File: config.mk
export PLATFORM = sky130hd
export DESIGN_NAME = ppa_multiword_seq
export DESIGN_NICKNAME = d
export VERILOG_FILES = /design/src/rtl/ppa_seq_pkg.sv /design/src/rtl/ppa_nibble_slice.sv /design/src/rtl/ppa_multiword_seq.sv
export SDC_FILE = /design/constraint.sdc
export NUM_CORES = 1
export LEC_CHECK = 0
export BUFFER_PORTS_ARGS = -buffer_cell sky130_fd_sc_hd__buf_2
export CORE_ASPECT_RATIO = 1.1
export CORE_UTILIZATION = 53
export CTS_CLUSTER_SIZE = 28
export DETAILED_ROUTE_END_ITERATION = 8
export PLACE_DENSITY = 0.86
export SKIP_CTS_REPAIR_TIMING = 1
export SLEW_MARGIN = 20
export SYNTH_ARGS = -nofsm -noshare
export SYNTH_HDL_FRONTEND = slang
export SYNTH_SLANG_ARGS = --single-unit
export TNS_END_PERCENT = 50
File: constraint.sdc
create_clock -name clk -period 3.1 [get_ports clk]
set_input_delay 0.93 -clock clk [delete_from_list [all_inputs] [get_ports clk]]
set_output_delay 0.93 -clock clk [all_outputs]
set_load 0.01 [all_outputs]
File: src/rtl/ppa_seq_pkg.sv
// Shared types and helpers for the nibble-serial prefix-adder sequencer.
package ppa_seq_pkg;

  localparam int NIB_W = 4;

  typedef enum logic [1:0] {
    IDLE = 2'd0,
    RUN  = 2'd1,
    DONE = 2'd2
  } state_t;

  // Width of an index counting 0..n-1; never returns less than 1 bit.
  function automatic int clog2(input int n);
    int w;
    w = 1;
    while ((1 << w) < n) w = w + 1;
    return w;
  endfunction

endpackage

File: src/rtl/ppa_nibble_slice.sv
// 4-bit Brent-Kung prefix adder slice with carry-in and carry-out, plus the
// pre/black/grey/post cells it is assembled from.
module ppa_pre_cell (
  input  logic a,
  input  logic b,
  output logic g,
  output logic p
);
  assign g = a & b;
  assign p = a ^ b;
endmodule

module ppa_black_cell (
  input  logic g_hi,
  input  logic p_hi,
  input  logic g_lo,
  input  logic p_lo,
  output logic g,
  output logic p
);
  assign g = g_hi | (p_hi & g_lo);
  assign p = p_hi & p_lo;
endmodule

module ppa_grey_cell (
  input  logic g_hi,
  input  logic p_hi,
  input  logic g_lo,
  output logic g
);
  assign g = g_hi | (p_hi & g_lo);
endmodule

module ppa_post_cell (
  input  logic p,
  input  logic c,
  output logic s
);
  assign s = p ^ c;
endmodule

module ppa_nibble_slice
  import ppa_seq_pkg::*;
(
  input  logic [NIB_W-1:0] a,
  input  logic [NIB_W-1:0] b,
  input  logic             cin,
  output logic [NIB_W-1:0] sum,
  output logic             cout
);
  logic [NIB_W-1:0] g;
  logic [NIB_W-1:0] p;
  logic [NIB_W:0]   c;
  logic             g32;
  logic             p32;

  for (genvar gi = 0; gi < NIB_W; gi++) begin : g_pre
    ppa_pre_cell u_pre (.a(a[gi]), .b(b[gi]), .g(g[gi]), .p(p[gi]));
  end

  // cin acts as the generate term of a virtual bit -1, so c[i] is the
  // group generate of bits i-1..-1.
  assign c[0] = cin;
  ppa_grey_cell  u_c1  (.g_hi(g[0]), .p_hi(p[0]), .g_lo(c[0]), .g(c[1]));
  ppa_black_cell u_g32 (.g_hi(g[3]), .p_hi(p[3]), .g_lo(g[2]), .p_lo(p[2]),
                        .g(g32), .p(p32));
  ppa_grey_cell  u_c2  (.g_hi(g[1]), .p_hi(p[1]), .g_lo(c[1]), .g(c[2]));
  ppa_grey_cell  u_c4  (.g_hi(g32),  .p_hi(p32),  .g_lo(c[2]), .g(c[4]));
  ppa_grey_cell  u_c3  (.g_hi(g[2]), .p_hi(p[2]), .g_lo(c[2]), .g(c[3]));

  for (genvar gi = 0; gi < NIB_W; gi++) begin : g_post
    ppa_post_cell u_post (.p(p[gi]), .c(c[gi]), .s(sum[gi]));
  end

  assign cout = c[NIB_W];
endmodule

File: src/rtl/ppa_multiword_seq.sv
// WIDTH-bit adder that walks one shared 4-bit prefix slice over the operands,
// LSB nibble first. Define PPA_SEQ_SUB_EN to add the op_sub subtract port.
module ppa_multiword_seq
  import ppa_seq_pkg::*;
#(
  parameter int WIDTH = 16
) (
  input  logic             clk,
  input  logic             rst,
  input  logic             in_valid,
  output logic             in_ready,
  input  logic [WIDTH-1:0] a,
  input  logic [WIDTH-1:0] b,
  input  logic             cin,
`ifdef PPA_SEQ_SUB_EN
  input  logic             op_sub,
`endif
  output logic             out_valid,
  input  logic             out_ready,
  output logic [WIDTH-1:0] sum,
  output logic             cout,
  output logic             busy
);
  localparam int NIB_CNT = WIDTH / NIB_W;
  localparam int IDX_W   = clog2(NIB_CNT);

  if ((WIDTH % NIB_W) != 0 || WIDTH < NIB_W) begin : g_bad_width
    $error("ppa_multiword_seq: WIDTH must be a multiple of 4 and at least 4");
  end

  state_t           state_reg;
  state_t           state_next;
  logic [WIDTH-1:0] a_reg;
  logic [WIDTH-1:0] b_reg;
  logic             carry_reg;
  logic [IDX_W-1:0] idx_reg;
  logic             cout_reg;

  logic [WIDTH-1:0] b_cap;
  logic             cin_cap;
  logic             last_nib;

  logic [NIB_W-1:0] a_nib [NIB_CNT];
  logic [NIB_W-1:0] b_nib [NIB_CNT];
  logic [NIB_W-1:0] slice_sum;
  logic             slice_cout;

  // Subtraction is a + ~b + 1, so the inversion happens once at capture.
`ifdef PPA_SEQ_SUB_EN
  assign b_cap   = op_sub ? ~b : b;
  assign cin_cap = op_sub | cin;
`else
  assign b_cap   = b;
  assign cin_cap = cin;
`endif

  assign last_nib = (idx_reg == IDX_W'(NIB_CNT - 1));

  always_ff @(posedge clk) begin
    if (rst) begin
      state_reg <= IDLE;
    end else begin
      state_reg <= state_next;
    end
  end

  always_comb begin
    state_next = state_reg;
    in_ready   = 1'b0;
    out_valid  = 1'b0;
    busy       = 1'b0;
    case (state_reg)
      IDLE: begin
        in_ready = 1'b1;
        if (in_valid) state_next = RUN;
      end
      RUN: begin
        busy = 1'b1;
        if (last_nib) state_next = DONE;
      end
      DONE: begin
        busy      = 1'b1;
        out_valid = 1'b1;
        if (out_ready) state_next = IDLE;
      end
      default: state_next = IDLE;
    endcase
  end

  always_ff @(posedge clk) begin
    if (rst) begin
      a_reg     <= '0;
      b_reg     <= '0;
      carry_reg <= 1'b0;
      idx_reg   <= '0;
      cout_reg  <= 1'b0;
    end else begin
      case (state_reg)
        IDLE: begin
          if (in_valid) begin
            a_reg     <= a;
            b_reg     <= b_cap;
            carry_reg <= cin_cap;
            idx_reg   <= '0;
          end
        end
        RUN: begin
          carry_reg <= slice_cout;
          if (last_nib) begin
            cout_reg <= slice_cout;
            idx_reg  <= '0;
          end else begin
            idx_reg <= idx_reg + 1'b1;
          end
        end
        default: ;
      endcase
    end
  end

  for (genvar gi = 0; gi < NIB_CNT; gi++) begin : g_nib
    logic [NIB_W-1:0] nib_reg;

    assign a_nib[gi] = a_reg[gi*NIB_W +: NIB_W];
    assign b_nib[gi] = b_reg[gi*NIB_W +: NIB_W];

    always_ff @(posedge clk) begin
      if (rst) begin
        nib_reg <= '0;
      end else if (state_reg == RUN && idx_reg == IDX_W'(gi)) begin
        nib_reg <= slice_sum;
      end
    end

    assign sum[gi*NIB_W +: NIB_W] = nib_reg;
  end

  ppa_nibble_slice u_slice (
    .a    (a_nib[idx_reg]),
    .b    (b_nib[idx_reg]),
    .cin  (carry_reg),
    .sum  (slice_sum),
    .cout (slice_cout)
  );

  assign cout = cout_reg;

endmodule

==> results of run 1 <==
==> critical path: stages (launching register included) <==
cell and delay [ns]:
dfxtp_1 0.55, mux4_2 0.29, inv_1 0.05, fa_1 0.40
fa_1 0.42, fa_1 0.39, xnor2_1 0.28, mux2i_1 0.13
nor2_1 0.09
==> metal layers <==
layer | vias to the layer above | share of wire | track usage
met5 | - | 0 | 0
met1 | 865 | 0.43 | 0.2697
met2 | 53 | 0.50 | 0.3872
met3 | 12 | 0.041 | 0.05346
li1 | 970 | - | -
met4 | 0 | 0.030 | 0.1159
==> how the worst min path moves through the flow <==
stage,from,to,cells after the start,slack [ns]
global placement,a_reg[7],a_reg[7],2,0.44
detailed placement,b_reg[13],b_reg[13],2,0.45
CTS,b_reg[13],b_reg[13],2,0.46
finish,a_reg[9],a_reg[9],2,0.46
floorplan,a_reg[5],a_reg[5],2,0.43
global route,b_reg[13],b_reg[13],2,0.47
==> through the flow <==
step / area [sq um] / worst slack, ns / total power, uW / instances / hold slack, ns
floorplan: 2359 / 0.5386 / 1156 / 263 / 0.4331
global placement: 2661 / 0.5108 / 1261 / 359 / 0.4398
detailed placement: 2661 / 0.4335 / 1280 / 359 / 0.4463
CTS: 2774 / 0.4056 / 1746 / 366 / 0.4589
global route: 2774 / 0.2502 / 1836 / 366 / 0.4708
finish: 2774 / 0.4369 / 1735 / 366 / 0.4560
==> power by group through the flow <==
stage / Sequential (uW) / Combinational [uW] / Clock [uW]
CTS: 818 / 449 / 479
finish: 817 / 445 / 473
detailed placement: 834 / 446 / 0
floorplan: 826 / 330 / 0
global placement: 830 / 431 / 0
global route: 829 / 499 / 507
==> logic make-up after synthesis <==
logic type | share of synthesized area
multiplexers | 0.1061
XOR/XNOR | 0.003714
adder cells (fa/ha/maj) | 0.07321
flip-flops | 0.4584
AND/OR/NAND/NOR | 0.1708
buffers and inverters | 0.05411
AO/OA/AOI/OAI | 0.1337
==> cell type report <==
cell class	count	area, sq um	share of cell area
well taps	54	67.56	0.02436
inverters	12	45.04	0.01624
clock buffers	6	82.58	0.02977
multi-input cells	178	1150	0.4145
flip-flops and latches	54	1081	0.3897
clock inverters	1	30.03	0.01083
repair buffers	61	317.8	0.1146
==> placed cells by master, fill, tap and decap left out, drive strengths merged, types with 3 or more instances in the layout <==
cell / count
inv: 12
mux2i: 7
nand2b: 3
clkbuf: 6
fa: 3
buf: 61
mux4: 8
and2: 5
a21oi: 34
a211oi: 13
ha: 9
nand2: 67
nor2: 18
dfxtp: 54
==> impl_results.md, run 1 <==
- Post-synth EDFFs: 0
- Drt drc: 0
- R2R cell count: 8
- Leakage: 0.001143 uW
- Critical Path Sink: g_nib[1].nib_reg[3]
- Worst setup startpoint: idx_reg[0]
- Fillcell total: roughly 360
- Primary FF master, synth: dfxtp_1
- Startpoint Class: flop
- Max clock buf depth: 2
- Antenna violations before repair: 0
- Min-delay worst type: reg2reg
- Sequential share of power: 0.471
- 1st-iter DRT viols: 49
- Final core utilization: 0.6473
- CTS Buf Count: 5
- Worst-Margin Slew: 0.5445 ns
- DRT antenna net count: 0
- # port buffers: between 50 and 60
- Synthesized area per cell: 8.968 sq um
- Internal power: between 1000 and 1500 uW
- Most area-consuming cells after synthesis: dfxtp_1 46%, nand2_1 11%, mux4_2 7.6%, a21oi_1 7.2%, ha_1 4.8%
- Slew headroom: 0.6370
- Routed len/inst: 12.92 microns
- R2r setup slk: 0.44 ns
- Reg clk slew, reported paths: about 0.090 ns
- Post-synth top area share: 0.4584
- Final hold violation count: 0
- Period utilisation layout: 0.8591
- Layout cell share with drive strength beyond 1: 0.2564
- Syn Inst Count: 263
- Skew final: 0.004529 ns
- Combinational Power Share: 0.257
- Worst r2r src: idx_reg[0]
- # Max-Cap Violations: 0
- Clock power frac: 0.272
- RSZ-0062 raised after global routing: false
- Slew Limit Fails: 0
- Die width: 65.61 microns
- Vias: 1900
- Core area: 0.004285 sq mm
- CTS tree: built
- Starting density of the core: 0.5504
- Max FO, Critical Path: 9
- # rows: 25
- Status: completed
- Cell taking the most area after synthesis: dfxtp_1
- Largest net degree at the start of global routing: 33
- Ys async rst share: 0
- Most common cell in the netlist: nand2_1
- Post-Syn Area: 0.002359 sq mm
- Post-DP HPWL: about 3500 microns
- CTS sink count: 54
- Remaining Overflow, GRT: 0
- Root buffer cell: clkbuf_8
- Die area: about 0.0047 sq mm
- Number of distinct library cells after synthesis: 27
- Switching power: ~520 uW
- Global-route wire length before repair: 8086 microns
- Nets: 361
- CP Capture Type: flop
- Top cells by instance count after synthesis: 67 x nand2_1, 54 x dfxtp_1, 34 x a21oi_1, 18 x nor2_1, 13 x a211oi_1
- Clk Latency, worst-skew pair: 0.31 ns
- Drt first pass iters: 4
- Area added between synthesis and finish: 17.61%
- WP data arrival: just under 3 ns
- Vias per std cell: just over 5
- Setup TNS: 0 ns
- Fin crit period: between 2 and 3 ns
- #FFs+latches synth: 54
- Worst Path Class, Setup: reg2reg
- GRT Total Usage: 0.2288
- Die Height: just over 70 microns
- Final count of negative-setup-slack endpoints: 0
- N_diodes: 0
- Worst EP required: 3.35 ns
- FF-to-FF End: g_nib[1].nib_reg[3]
- # IOs: 57
- Post-synthesis sequential area ratio: 0.4584
- Switching Fraction: 0.2979
- P per Cell Area: roughly 630 mW/mm^2
- Vias in the first global route: around 1800
- Max Fclk: 0.3755 GHz
- Final wirelength: 4728 microns
- GPL Wtd Cong: about 0.8
- Peak supply drop: approximately 320 uV
- Number of synthesis warnings: 0
- Syn_nets: roughly 310
- H-tree depth: 2
Note: power is estimated with default switching activity, not from simulation.
==> run 2, diff against run 1 <==
Settings changed: CORE_MARGIN set to 10.
==> run 2 against run 1 <==
  * Critical path depth stayed put
  * Utilization is 0.96 points lower
  * Final area down 0.77%
  * Clock-buffer cell count grew 1
  * Register-to-register slack got worse by 0.03 ns
  * Cell count is 0.27% higher
  * Clock skew fell by 0.0019 ns
  * Worst setup slack lost 0.032 ns
  * Routed wire length up 7.1%
  * Non-clock buffer count unchanged
  * Largest cell class unchanged
==> impl_results.md, run 2 (synthesis results as in run 1) <==
- Remaining Overflow, GRT: 0 (unchanged)
- Routed len/inst: 13.80 microns (+6.9%)
- Final hold violation count: 0 (unchanged)
- Slew Limit Fails: 0 (unchanged)
- Starting density of the core: 0.5464 (-0.003988)
- H-tree depth: 2 (unchanged)
- Vias in the first global route: 1898 (+4.0%)
- Top delay family on crit path: adder cells
- Layout cell share with drive strength beyond 1: 0.2556 (-0.0008192)
- Max clock buf depth: 2 (unchanged)
- Most frequent cells in the layout: 67 x nand2_1, 56 x buf_2, 54 x dfxtp_1
- CP Buf/Inv Count: 1 (unchanged)
- Final core utilization: 0.6377 (-0.009618)
- Reg clk slew, reported paths: 0.09 ns (about the same)
- Status: completed
- Final count of negative-setup-slack endpoints: 0 (unchanged)
- RSZ-0062 raised after global routing: false
- Worst Path Class, Setup: reg2reg
- Antenna violations before repair: 0 (unchanged)
- Period utilisation layout: 0.8695 (+0.01041)
- Hold Path End: a_reg[9]
- Fin crit period: 2.695 ns (+0.03226 ns)
- Largest net degree at the start of global routing: 33 (unchanged)
- # port buffers: 56 (unchanged)
- Sequential share of power: 0.493 (+0.022)
- Clk Latency, worst-skew pair: 0.31 ns (about the same)
- # IOs: 57 (unchanged)
- Placed Area: 0.002661 sq mm (unchanged)
- N_diodes: 0 (unchanged)
- Post-DP HPWL: 3870 microns (+9.6%)
- GRT Total Usage: 0.1361 (-0.09271)
- Max FO, Critical Path: 8 (-1)
- Worst r2r src: idx_reg[0]
- Min-delay worst type: reg2reg
- Min-delay src: a_reg[9]
- Slowest cell on crit path: dfxtp_1
- CTS sink count: 54 (unchanged)
- Most used cell, CP: fa_1
- # Max-Cap Violations: 0 (unchanged)
- Critical path, cell by cell: mux4_2 -> inv_1 -> fa_1 -> fa_1 -> fa_1 -> xnor2_1 -> mux2i_1 -> nor2_1
- Worst EP required: 3.35 ns (about the same)
- Core area: 0.004317 sq mm (+0.73%)
- Combinational Power Share: 0.267 (+0.010)
- Setup TNS: 0 ns (unchanged)
- Vias: 1867 (-1.7%)
- Worst slack at placement: 0.4031 ns (-0.03040 ns)
- R2R cell count: 8 (unchanged)
- Startpoint Class: flop
- Die width: 83.61 microns (+27%)
- Peak supply drop: 429.6 uV (+32%)
- Final wirelength: 5066 microns (+7.1%)
- 1st-iter DRT viols: 80 (+63%)
- Nets: 361 (unchanged)
- Commonest non-fill, non-tap cell in the layout: nand2_1
- Die area: 0.007522 sq mm (+59%)
- CP max stage delay: 0.56 ns (about the same)
- Leakage: 0.001134 uW (-0.79%)
- Drt first pass iters: 4 (unchanged)
- Skew final: 0.002644 ns (-0.001885 ns)
- Setup ws final: 0.4047 ns (-0.03226 ns)
- Die Height: 89.97 microns (+25%)
- Switching power: 516.5 uW (about the same)
- P per Cell Area: 601.6 mW/mm^2 (-3.8%)
- GPL Wtd Cong: 0.7810 (-2.3%)
- DRT antenna net count: 0 (unchanged)
- FF-to-FF End: g_nib[2].nib_reg[3]
- Switching Fraction: 0.3119 (+0.01397)
- Design area: 0.002753 sq mm (-0.77%)
- CTS tree: built
- Min Hold Slack: 0.4564 ns (+0.0004520 ns)
- Slew headroom: 0.6849 (+0.04788)
- R2r setup slk: 0.40 ns (-0.03 ns)
- Drt drc: 0 (unchanged)
- Clock power frac: 0.240 (-0.032)
- Internal power: 1139 uW (-6.4%)
- Global-route wire length before repair: 8769 microns (+8.4%)
- Root buffer cell: clkbuf_8
- Vias per std cell: 5.087 (-2.0%)
- Cells on Worst Hold Path: 2 (unchanged)
- CTS Buf Count: 5 (unchanged)
- # rows: 25 (unchanged)
- Max Fclk: 0.3710 GHz (-1.2%)
- CP Capture Type: flop
- WP data arrival: 2.94 ns (+0.03 ns)
- Area added between synthesis and finish: 16.71%
- Worst-Margin Slew: 0.4595 ns (-0.08497 ns)
run 2: changes by cell type in the layout (fill, tap and decap cells not counted):
cell / change
bufinv_16: -1
clkbuf_1: +1
clkinv_2: +1
run 2: layout make-up:
cell class | instances | area [sq um]
Tap cell | 54 | 67.56
Multi-Input combinational cell | 178 | 1150
Sequential cell | 54 | 1081
Fill cell | 385 | 1564
Clock buffer | 7 | 86.33
Timing Repair Buffer | 61 | 317.8
Clock inverter | 1 | 5.005
Inverter | 12 | 45.04
run 2: worst max-delay path by stage:
stage	slack, ns	cells after the start	from	endpoint
6_report	0.40	8	idx_reg[0]	g_nib[2].nib_reg[3]
4_1_cts	0.39	8	idx_reg[0]	g_nib[1].nib_reg[3]
3_3_place_gp	0.48	8	idx_reg[0]	g_nib[0].nib_reg[3]
3_5_place_dp	0.40	8	idx_reg[0]	g_nib[1].nib_reg[3]
5_1_grt	0.17	8	idx_reg[0]	g_nib[2].nib_reg[3]
2_1_floorplan	0.54	9	idx_reg[0]	g_nib[0].nib_reg[3]
run 2: routing by layer:
| layer | GRT usage | share of wire |
|---|---|---|
| met3 | 0.03971 | 0.053 |
| met2 | 0.2212 | 0.49 |
| met1 | 0.1599 | 0.44 |
| met4 | 0.06425 | 0.023 |
| met5 | 0 | 0 |
run 2: stage by stage:
stage / power [uW] / instances
final: 1656 / 367
after global routing: 1759 / 367
after CTS: 1668 / 367
after detailed placement: 1279 / 359
after global placement: 1263 / 359
after floorplan: 1156 / 263
run 2: worst reg2reg max path, cell delays in order (launching register included):
cell and delay, ns:
dfxtp_1 0.56, mux4_2 0.30, inv_1 0.06, fa_1 0.40
fa_1 0.41, fa_1 0.39, xnor2_1 0.29, mux2i_1 0.13
nor2_1 0.09
run 2: power by group through the flow:
stage | Sequential (uW) | Clock (uW) | Combinational [uW]
CTS | 817 | 404 | 447
global placement | 830 | 0 | 433
floorplan | 826 | 0 | 330
global route | 827 | 428 | 504
detailed placement | 834 | 0 | 445
finish | 816 | 398 | 442
